===== src/rtl/systolic_pe_array_if.sv =====
// Operand/result bundle for the 4x4 systolic MAC grid.
// master = skew stage side, slave = systolic_pe_array.
interface systolic_pe_array_if #(
    parameter int DATA_W = 8
);
    logic                             i_start;
    logic [3:0][6:0][DATA_W-1:0]      i_row;
    logic [3:0][6:0][DATA_W-1:0]      i_col;
    logic [3:0][3:0][DATA_W-1:0]      o_c;
    logic                             o_busy;
    logic                             o_validResult;

    modport master (
        output i_start, i_row, i_col,
        input  o_c, o_busy, o_validResult
    );

    modport slave (
        input  i_start, i_row, i_col,
        output o_c, o_busy, o_validResult
    );
endinterface


===== src/rtl/systolic_pe_array.sv =====
// 4x4 output-stationary systolic MAC grid: captures pre-skewed operands, runs 10 steps, emits C = A x B.
// Optional macro SYSTOLIC_SATURATE_EN: wide accumulators, results clamp to 2^DATA_W-1.

module systolic_pe #(
    parameter int DATA_W = 8,
    parameter int ACC_W  = 8
) (
    input  logic              i_clk,
    input  logic              i_arst,
    input  logic              clr_i,
    input  logic              en_i,
    input  logic [DATA_W-1:0] a_i,
    input  logic [DATA_W-1:0] b_i,
    output logic [DATA_W-1:0] a_o,
    output logic [DATA_W-1:0] b_o,
    output logic [ACC_W-1:0]  acc_o
);
    logic [DATA_W-1:0] a_q, b_q;
    logic [ACC_W-1:0]  acc_q, acc_d;

    // Product is taken at accumulator width: truncates in the wrapping build.
    assign acc_d = acc_q + (ACC_W'(a_i) * ACC_W'(b_i));

    always_ff @(posedge i_clk or posedge i_arst) begin
        if (i_arst) begin
            a_q   <= '0;
            b_q   <= '0;
            acc_q <= '0;
        end else if (clr_i) begin
            a_q   <= '0;
            b_q   <= '0;
            acc_q <= '0;
        end else if (en_i) begin
            a_q   <= a_i;
            b_q   <= b_i;
            acc_q <= acc_d;
        end
    end

    assign a_o   = a_q;
    assign b_o   = b_q;
    assign acc_o = acc_q;
endmodule

module systolic_pe_array #(
    parameter int DATA_W = 8
) (
    input  logic                 i_clk,
    input  logic                 i_arst,
    systolic_pe_array_if.slave   bus_if
);
    localparam int N = 4;
`ifdef SYSTOLIC_SATURATE_EN
    localparam int ACC_W = 2 * DATA_W + 2;
`else
    localparam int ACC_W = DATA_W;
`endif
    localparam logic [3:0] LAST_STEP = 4'd9;

    typedef enum logic [1:0] {IDLE, RUN, DONE} state_t;

    state_t                           state_q;
    logic [3:0]                       step_q;
    logic [N-1:0][6:0][DATA_W-1:0]    row_sr_q, col_sr_q;
    logic [N-1:0][N-1:0][DATA_W-1:0]  c_q, c_d;
    logic                             busy_q, valid_q;
    logic                             pe_clr, pe_en;

    // a_h[i][j] feeds PE(i,j) from the west; b_v[i][j] feeds it from the north.
    logic [N-1:0][N:0][DATA_W-1:0]    a_h;
    logic [N:0][N-1:0][DATA_W-1:0]    b_v;
    logic [N-1:0][N-1:0][ACC_W-1:0]   acc_w;
    logic                             edge_unused;

    assign pe_clr = (state_q == IDLE) && bus_if.i_start;
    assign pe_en  = (state_q == RUN);

    for (genvar i = 0; i < N; i++) begin : g_edge
        assign a_h[i][0] = row_sr_q[i][0];
        assign b_v[0][i] = col_sr_q[i][0];
    end

    for (genvar i = 0; i < N; i++) begin : g_row
        for (genvar j = 0; j < N; j++) begin : g_col
            systolic_pe #(.DATA_W(DATA_W), .ACC_W(ACC_W)) u_pe (
                .i_clk (i_clk),
                .i_arst(i_arst),
                .clr_i (pe_clr),
                .en_i  (pe_en),
                .a_i   (a_h[i][j]),
                .b_i   (b_v[i][j]),
                .a_o   (a_h[i][j+1]),
                .b_o   (b_v[i+1][j]),
                .acc_o (acc_w[i][j])
            );
        end
    end

    // East and south edge forwards leave the array and go nowhere.
    always_comb begin
        edge_unused = ^b_v[N];
        for (int i = 0; i < N; i++) edge_unused = edge_unused ^ (^a_h[i][N]);
    end

    always_comb begin
        c_d = '0;
        for (int i = 0; i < N; i++) begin
            for (int j = 0; j < N; j++) begin
`ifdef SYSTOLIC_SATURATE_EN
                c_d[i][j] = (|acc_w[i][j][ACC_W-1:DATA_W]) ? '1 : acc_w[i][j][DATA_W-1:0];
`else
                c_d[i][j] = acc_w[i][j];
`endif
            end
        end
    end

    always_ff @(posedge i_clk or posedge i_arst) begin
        if (i_arst) begin
            state_q  <= IDLE;
            step_q   <= '0;
            row_sr_q <= '0;
            col_sr_q <= '0;
            c_q      <= '0;
            busy_q   <= 1'b0;
            valid_q  <= 1'b0;
        end else begin
            valid_q <= 1'b0;
            case (state_q)
                IDLE: begin
                    if (bus_if.i_start) begin
                        row_sr_q <= bus_if.i_row;
                        col_sr_q <= bus_if.i_col;
                        step_q   <= '0;
                        busy_q   <= 1'b1;
                        state_q  <= RUN;
                    end
                end
                RUN: begin
                    // Slot 0 is consumed this step; zeros backfill so steps 7..9 inject zero.
                    for (int r = 0; r < N; r++) begin
                        row_sr_q[r] <= {DATA_W'(0), row_sr_q[r][6:1]};
                        col_sr_q[r] <= {DATA_W'(0), col_sr_q[r][6:1]};
                    end
                    if (step_q == LAST_STEP) state_q <= DONE;
                    else                     step_q  <= step_q + 4'd1;
                end
                DONE: begin
                    c_q     <= c_d;
                    valid_q <= 1'b1;
                    busy_q  <= 1'b0;
                    state_q <= IDLE;
                end
                default: state_q <= IDLE;
            endcase
        end
    end

    assign bus_if.o_c           = c_q;
    assign bus_if.o_busy        = busy_q;
    assign bus_if.o_validResult = valid_q;
endmodule

===== src/flat_wrapper.sv =====
// flat-port wrapper written by rule: the top's interface ports become plain ports
module systolic_pe_array_flat 
#(
    parameter int DATA_W = 8
)
  (i_clk, i_arst, bus_if_i_start, bus_if_i_row, bus_if_i_col, bus_if_o_c, bus_if_o_busy, bus_if_o_validResult);
  systolic_pe_array_if #(.DATA_W(DATA_W)) bus_if_i ();
  input  logic i_clk;
  input  logic i_arst;
  input wire logic [$bits(bus_if_i.i_start)-1:0] bus_if_i_start;
  input wire logic [$bits(bus_if_i.i_row)-1:0] bus_if_i_row;
  input wire logic [$bits(bus_if_i.i_col)-1:0] bus_if_i_col;
  output wire logic [$bits(bus_if_i.o_c)-1:0] bus_if_o_c;
  output wire logic [$bits(bus_if_i.o_busy)-1:0] bus_if_o_busy;
  output wire logic [$bits(bus_if_i.o_validResult)-1:0] bus_if_o_validResult;
  assign bus_if_i.i_start = bus_if_i_start;
  assign bus_if_i.i_row = bus_if_i_row;
  assign bus_if_i.i_col = bus_if_i_col;
  assign bus_if_o_c = bus_if_i.o_c;
  assign bus_if_o_busy = bus_if_i.o_busy;
  assign bus_if_o_validResult = bus_if_i.o_validResult;
  systolic_pe_array #(.DATA_W(DATA_W)) u_core (.i_clk(i_clk), .i_arst(i_arst), .bus_if(bus_if_i));
endmodule

===== config.mk =====
export PLATFORM = sky130hd
export DESIGN_NAME = systolic_pe_array_flat
export DESIGN_NICKNAME = d
export VERILOG_FILES = /design/src/rtl/systolic_pe_array_if.sv /design/src/rtl/systolic_pe_array.sv /design/src/flat_wrapper.sv
export SDC_FILE = /design/constraint.sdc
export NUM_CORES = 2
export LEC_CHECK = 0
export CORE_MARGIN = 2
export CORE_UTILIZATION = 41
export CTS_BUF_LIST = sky130_fd_sc_hd__clkbuf_8
export DETAILED_ROUTE_END_ITERATION = 6
export PLACE_DENSITY = 0.7
export SYNTH_ARGS = -nofsm -noshare
export SYNTH_HDL_FRONTEND = slang
export SYNTH_SLANG_ARGS = --single-unit

===== constraint.sdc =====
create_clock -name i_clk -period 37.6 [get_ports i_clk]
set_input_delay 5.64 -clock i_clk [delete_from_list [all_inputs] [get_ports i_clk]]
set_output_delay 5.64 -clock i_clk [all_outputs]
set_load 0.01 [all_outputs]

Word-level counts from Yosys, hierarchy flattened --
Index checks and enable logic that the tools add are counted. W data, S select, Z words.
Word-level totals: bits in read-only memories 0, memories 0, output and inout port bits 130, latch bits 0, bits in registers 904, bits in writable memories 0
Operators by class: div/mod/pow operators 0, multiplexer cells 93, bitwise logic cells 0, magnitude comparators 0, add/subtract/negate cells 17, reduce and logical (&&, ||, !) cells 9, shifts and indexed selects 0, multiply operators 16, equality and inequality tests 6
Operators with widths (count):
- $pmux W224 S2 | 2
- $mux W8 | 80
- $mux W224 | 2
- $add A8 B8 Y8 | 16
- $mul A8 B8 Y8 | 16
- $mux W4 | 2
- $pmux W4 S2 | 1
- $reduce_and A2 Y1 | 3
- $reduce_bool A2 Y1 | 3
- $add A4 B1 Y4 const B | 1
- $eq A4 B4 Y1 const B | 1
- $mux W2 | 2
- $ne A2 B2 Y1 const B | 2
- $pmux W2 S2 | 1
- $reduce_and A3 Y1 | 1
- $eq A2 B1 Y1 const B | 1
- $eq A2 B2 Y1 const B | 1
- $logic_not A2 Y1 | 1
- $mux W1 | 2
- $ne A2 B1 Y1 const B | 1
- $pmux W1 S2 | 1
- $logic_and A1 B1 Y1 | 1

Depth between registers and ports, before layout --
depth in word-level cells 4, gate-level depth with buffers 18

Modules after synthesis --
Synthesis repeated with hierarchy kept, for this count alone.
Second synthesis, totals: cell total of the unflattened synthesis 5633, area total of the unflattened synthesis 56875.8 um^2
By module, submodules not included:
- systolic_pe_array | instances 1, area each 24283.3 um^2, cells each 2291
- systolic_pe (u_core.g_row[0].g_col[0].u_pe ...) | instances 7, area each 2038.2 um^2, cells each 206
- systolic_pe (u_core.g_row[2].g_col[1].u_pe ...) | instances 7, area each 2037.0 um^2, cells each 212
- systolic_pe (u_core.g_row[2].g_col[0].u_pe) | instances 1, area each 2035.7 um^2, cells each 210
- systolic_pe (u_core.g_row[0].g_col[3].u_pe) | instances 1, area each 2030.7 um^2, cells each 206

Least setup slack after synthesis --
Ideal clock, no wire load.
kind input to register, start input port bus_if_i_start, end register u_core.g_row[0].g_col[0].u_pe.a_q[0], slack 30943 ps, buffers on the path 3, stages 6, data arrival time 6536 ps, setup time 121 ps, path through nor2_1 -> or2_1 -> buf_2 -> buf_2 -> buf_2 -> a22o_1
Between the ends: cells in the longest elaborated chain, start to end 2, elaborated cells on any way between the ends 3, those cells by class 1 x mux; 2 x reduce/logical
RTL lines:
- start, declared | line flat_wrapper.sv:10 | input wire logic [$bits(bus_if_i.i_start)-1:0] bus_if_i_start;
- $logic_and A1 B1 Y1 (*) | line systolic_pe_array.sv:75 | assign pe_clr = (state_q == IDLE) && bus_if.i_start;
- $mux W8 or $reduce_bool A2 Y1 (tied branches)
- end signal, assigned | line systolic_pe_array.sv:34 | a_q <= a_i;
- end, declared | line systolic_pe_array.sv:18 | logic [DATA_W-1:0] a_q, b_q;
Mark *: on every way between the ends. The rest lies on a longest branch, timed or not. A chain may end at the register's enable or synchronous reset.

==> impl_results.md <==
* Outcome: finished clean
* CP max FO at 156
* Initial antenna violation count at 35
* Drt wl/cell at 19.3 um
* Share of layout cells above drive strength 1 at 0.0466
* Drt total wl at 152000 um
* Fin crit share at 0.245
* Die area at 131000 sq um
* Io pins at 581
* Port bufs at 580
* CTS root buffer: clkbuf_8
* CTS Buffer Depth at 3
* Ys flop type: dfrtp_1
* Die W at 362 um
* H-tree level count at 4
* Area post-placement at 59200 sq um
* Req. time, crit path at 38.46 ns
* Core area at 128000 sq um
* Worst min path class: reg -> reg
* Hold buffer count at CTS at 0
* Largest net degree at the start of global routing at 265
* Max Freq at 109 MHz
* Initial Util at 0.413
* Drt pass-1 iters at 6
* Setup Skew at 0.0485 ns
* Final setup violation count at 0
* Ys async rst share at 1.00
* DR iter-0 viols at roughly 2900
* M3 GR Usage at 0.0584
* CTS sink cnt at 904
* Most frequent cells in the layout: 1431 x nand2_1, 904 x dfrtp_1, 645 x inv_1
* Worst-margin pin slew at between 1 and 1.5 ns
* Synthesis Warnings at 0
* Synth Area per Inst at around 9.4 sq um
* Number of global-route vias before repair at between 40000 and 50000
* First-pass GRT wire length at ~240000 um
* Fin. max-slew vios at 0
* Rel. slew slack at 0.163
* Cell Area, Synth at 52600 sq um
* Yosys reg bits at 904
* Remaining DRCs at 0
* Gr ovfl total at 0
* Critical Setup Path Class: in -> async
* DPL Wire Length at 110000 um
* Final hold vios at 0
* GR Util met1 at 0.297
* Most common cell after layout, fill and taps aside: nand2_1
* Critical path endpoint category: async pin
* Setup Fix Bufs, Post-CTS at 0
* Die Ht at 362 um
* RSZ-0062 raised after global routing: no
* Nets@finish at 7081
* Pwr dens at 114 nW/um^2
* Worst skew pair latency at 0.86 ns
* Leakage at 30.3 nW
* Cts repair resizes at 0
* Met2 Usage GRT at 0.390
* Final critical-path required period at ~9.2 ns
* Gr busiest metal: met2
* Vias post-DR at a little over 40000
* CTS tree: yes
* Post-synth EDFFs at 0
* Mapped Cells at 5627
* Startpoint Class: input pin
* Final instance area at 62800 sq um
* WP data arrival at about 10 ns
* Post-route antenna net violation count at 0
* Num CTS Buffers at 161
* Setup TNS at 0 ns
* Tot Pwr at 7.13 mW
* Maxcap violations at 0
* Distinct cells, synth at 29
* Post-DR vias/cell at 5.16
* Row count at 131
* Sequential fraction of the synthesis area at 0.430
* Total GRT Usage at 0.235
* P&R area growth vs syn at 19.2%
* Peak supply drop at 81.1 uV
* Clk slew on worst S/H paths at ~0.06 ns
* GP Congestion at about 0.89
* Post-Syn Nets at 6640
-- stage by stage --
step	setup slack [ns]	hold slack (ns)	utilization	std cells
2_1_floorplan	6.55	0.462	-	5627
3_3_place_gp	27.39	0.459	0.464	7567
3_5_place_dp	27.34	0.461	0.464	7567
4_1_cts	28.32	0.476	0.492	7860
5_1_grt	27.73	0.499	0.492	7878
6_report	28.38	0.471	0.492	7878
-- kinds of logic after synthesis --
logic type | after synthesis | synth area share
and+or+nand+nor | 2019 | 0.154
buffers and inverters | 937 | 0.0743
AOI/OAI and AO/OA | 915 | 0.119
DFF | 904 | 0.430
adders and majority gates | 562 | 0.175
xor gates and xnor gates | 289 | 0.0481
muxes | 1 | 0.000190
-- worst max-delay path, stage by stage --
cell	delay, ns
clkdlybuf4s50_1	0.49
inv_8	0.50
buf_12	0.60
buf_4	0.75
buf_4	0.80
buf_4	0.86
-- area by class of cell --
class                   count  area (sq um)
repair buffers            619          6120
clock buffers             196          2700
multi-input cells        3786         26100
clock inverters            97           803
fillers                 11700         64800
flip-flops and latches    904         22600
well taps                1662          2080
diodes                     18          45.0
inverters                 596          2250
-- metal layers --
| layer | vias to the layer above | routed length, um |
|---|---|---|
| met3 | 278 | 10800 |
| met2 | 1269 | 73400 |
| met5 | - | 189 |
| met4 | 28 | 4970 |
| li1 | 19000 | - |
| met1 | 20000 | 62700 |
-- Yosys cell counts, types with 48 or more instances --
| master | number | area [sq um] |
|---|---|---|
| o21ai_0 | 89 | 445 |
| fa_1 | 288 | 5770 |
| buf_2 | 274 | 1370 |
| nand2_1 | 1431 | 5370 |
| and2_1 | 192 | 1200 |
| a31oi_1 | 384 | 2400 |
| xor2_1 | 81 | 709 |
| xnor2_1 | 208 | 1820 |
| a22o_1 | 288 | 2520 |
| ha_1 | 274 | 3430 |
| nor2_1 | 388 | 1460 |
| o22ai_1 | 48 | 300 |
| dfrtp_1 | 904 | 22600 |
| inv_1 | 596 | 2240 |
-- flip-flops by register name, indices dropped and copies added, names as in the netlist, 32 cells and up --
register / count
u_core.row_sr_q: 192
u_core.b_v: 32
u_core.col_sr_q: 192
u_core.bus_if.o_c: 128
u_core.a_h: 32
u_core.g_row.g_col.u_pe.a_o: 96
u_core.g_row.g_col.u_pe.acc_o: 128
u_core.g_row.g_col.u_pe.b_o: 96
-- path summary, 6_finish.rpt --
| path | from | slack (ns) | cells after the start | end |
|---|---|---|---|---|
| hold reg to reg | u_core.bus_if.o_c[18] | 0.47 | 2 | u_core.bus_if.o_c[18] |
| hold / removal | u_core.bus_if.o_c[18] | 0.47 | 2 | u_core.bus_if.o_c[18] |
| min in group asynchronous | i_arst | 5.28 | 2 | u_core.col_sr_q[189] |
| setup / recovery | i_arst | 28.38 | 6 | u_core.col_sr_q[26] |
| max in group i_clk | bus_if_i_start | 29.25 | 8 | u_core.col_sr_q[74] |
| setup reg to reg | u_core.state_q[0] | 33.27 | 6 | u_core.a_h[82] |
-- power breakdown --
group          total, mW  switching, mW  leakage, nW  internal (mW)
combinational       4.17           2.27         17.0           1.90
clock              0.997          0.439         1.97          0.558
sequential          1.96          0.508         11.3           1.45
total               7.13           3.22         30.3           3.91
Note: power is estimated with default switching activity, not from simulation.
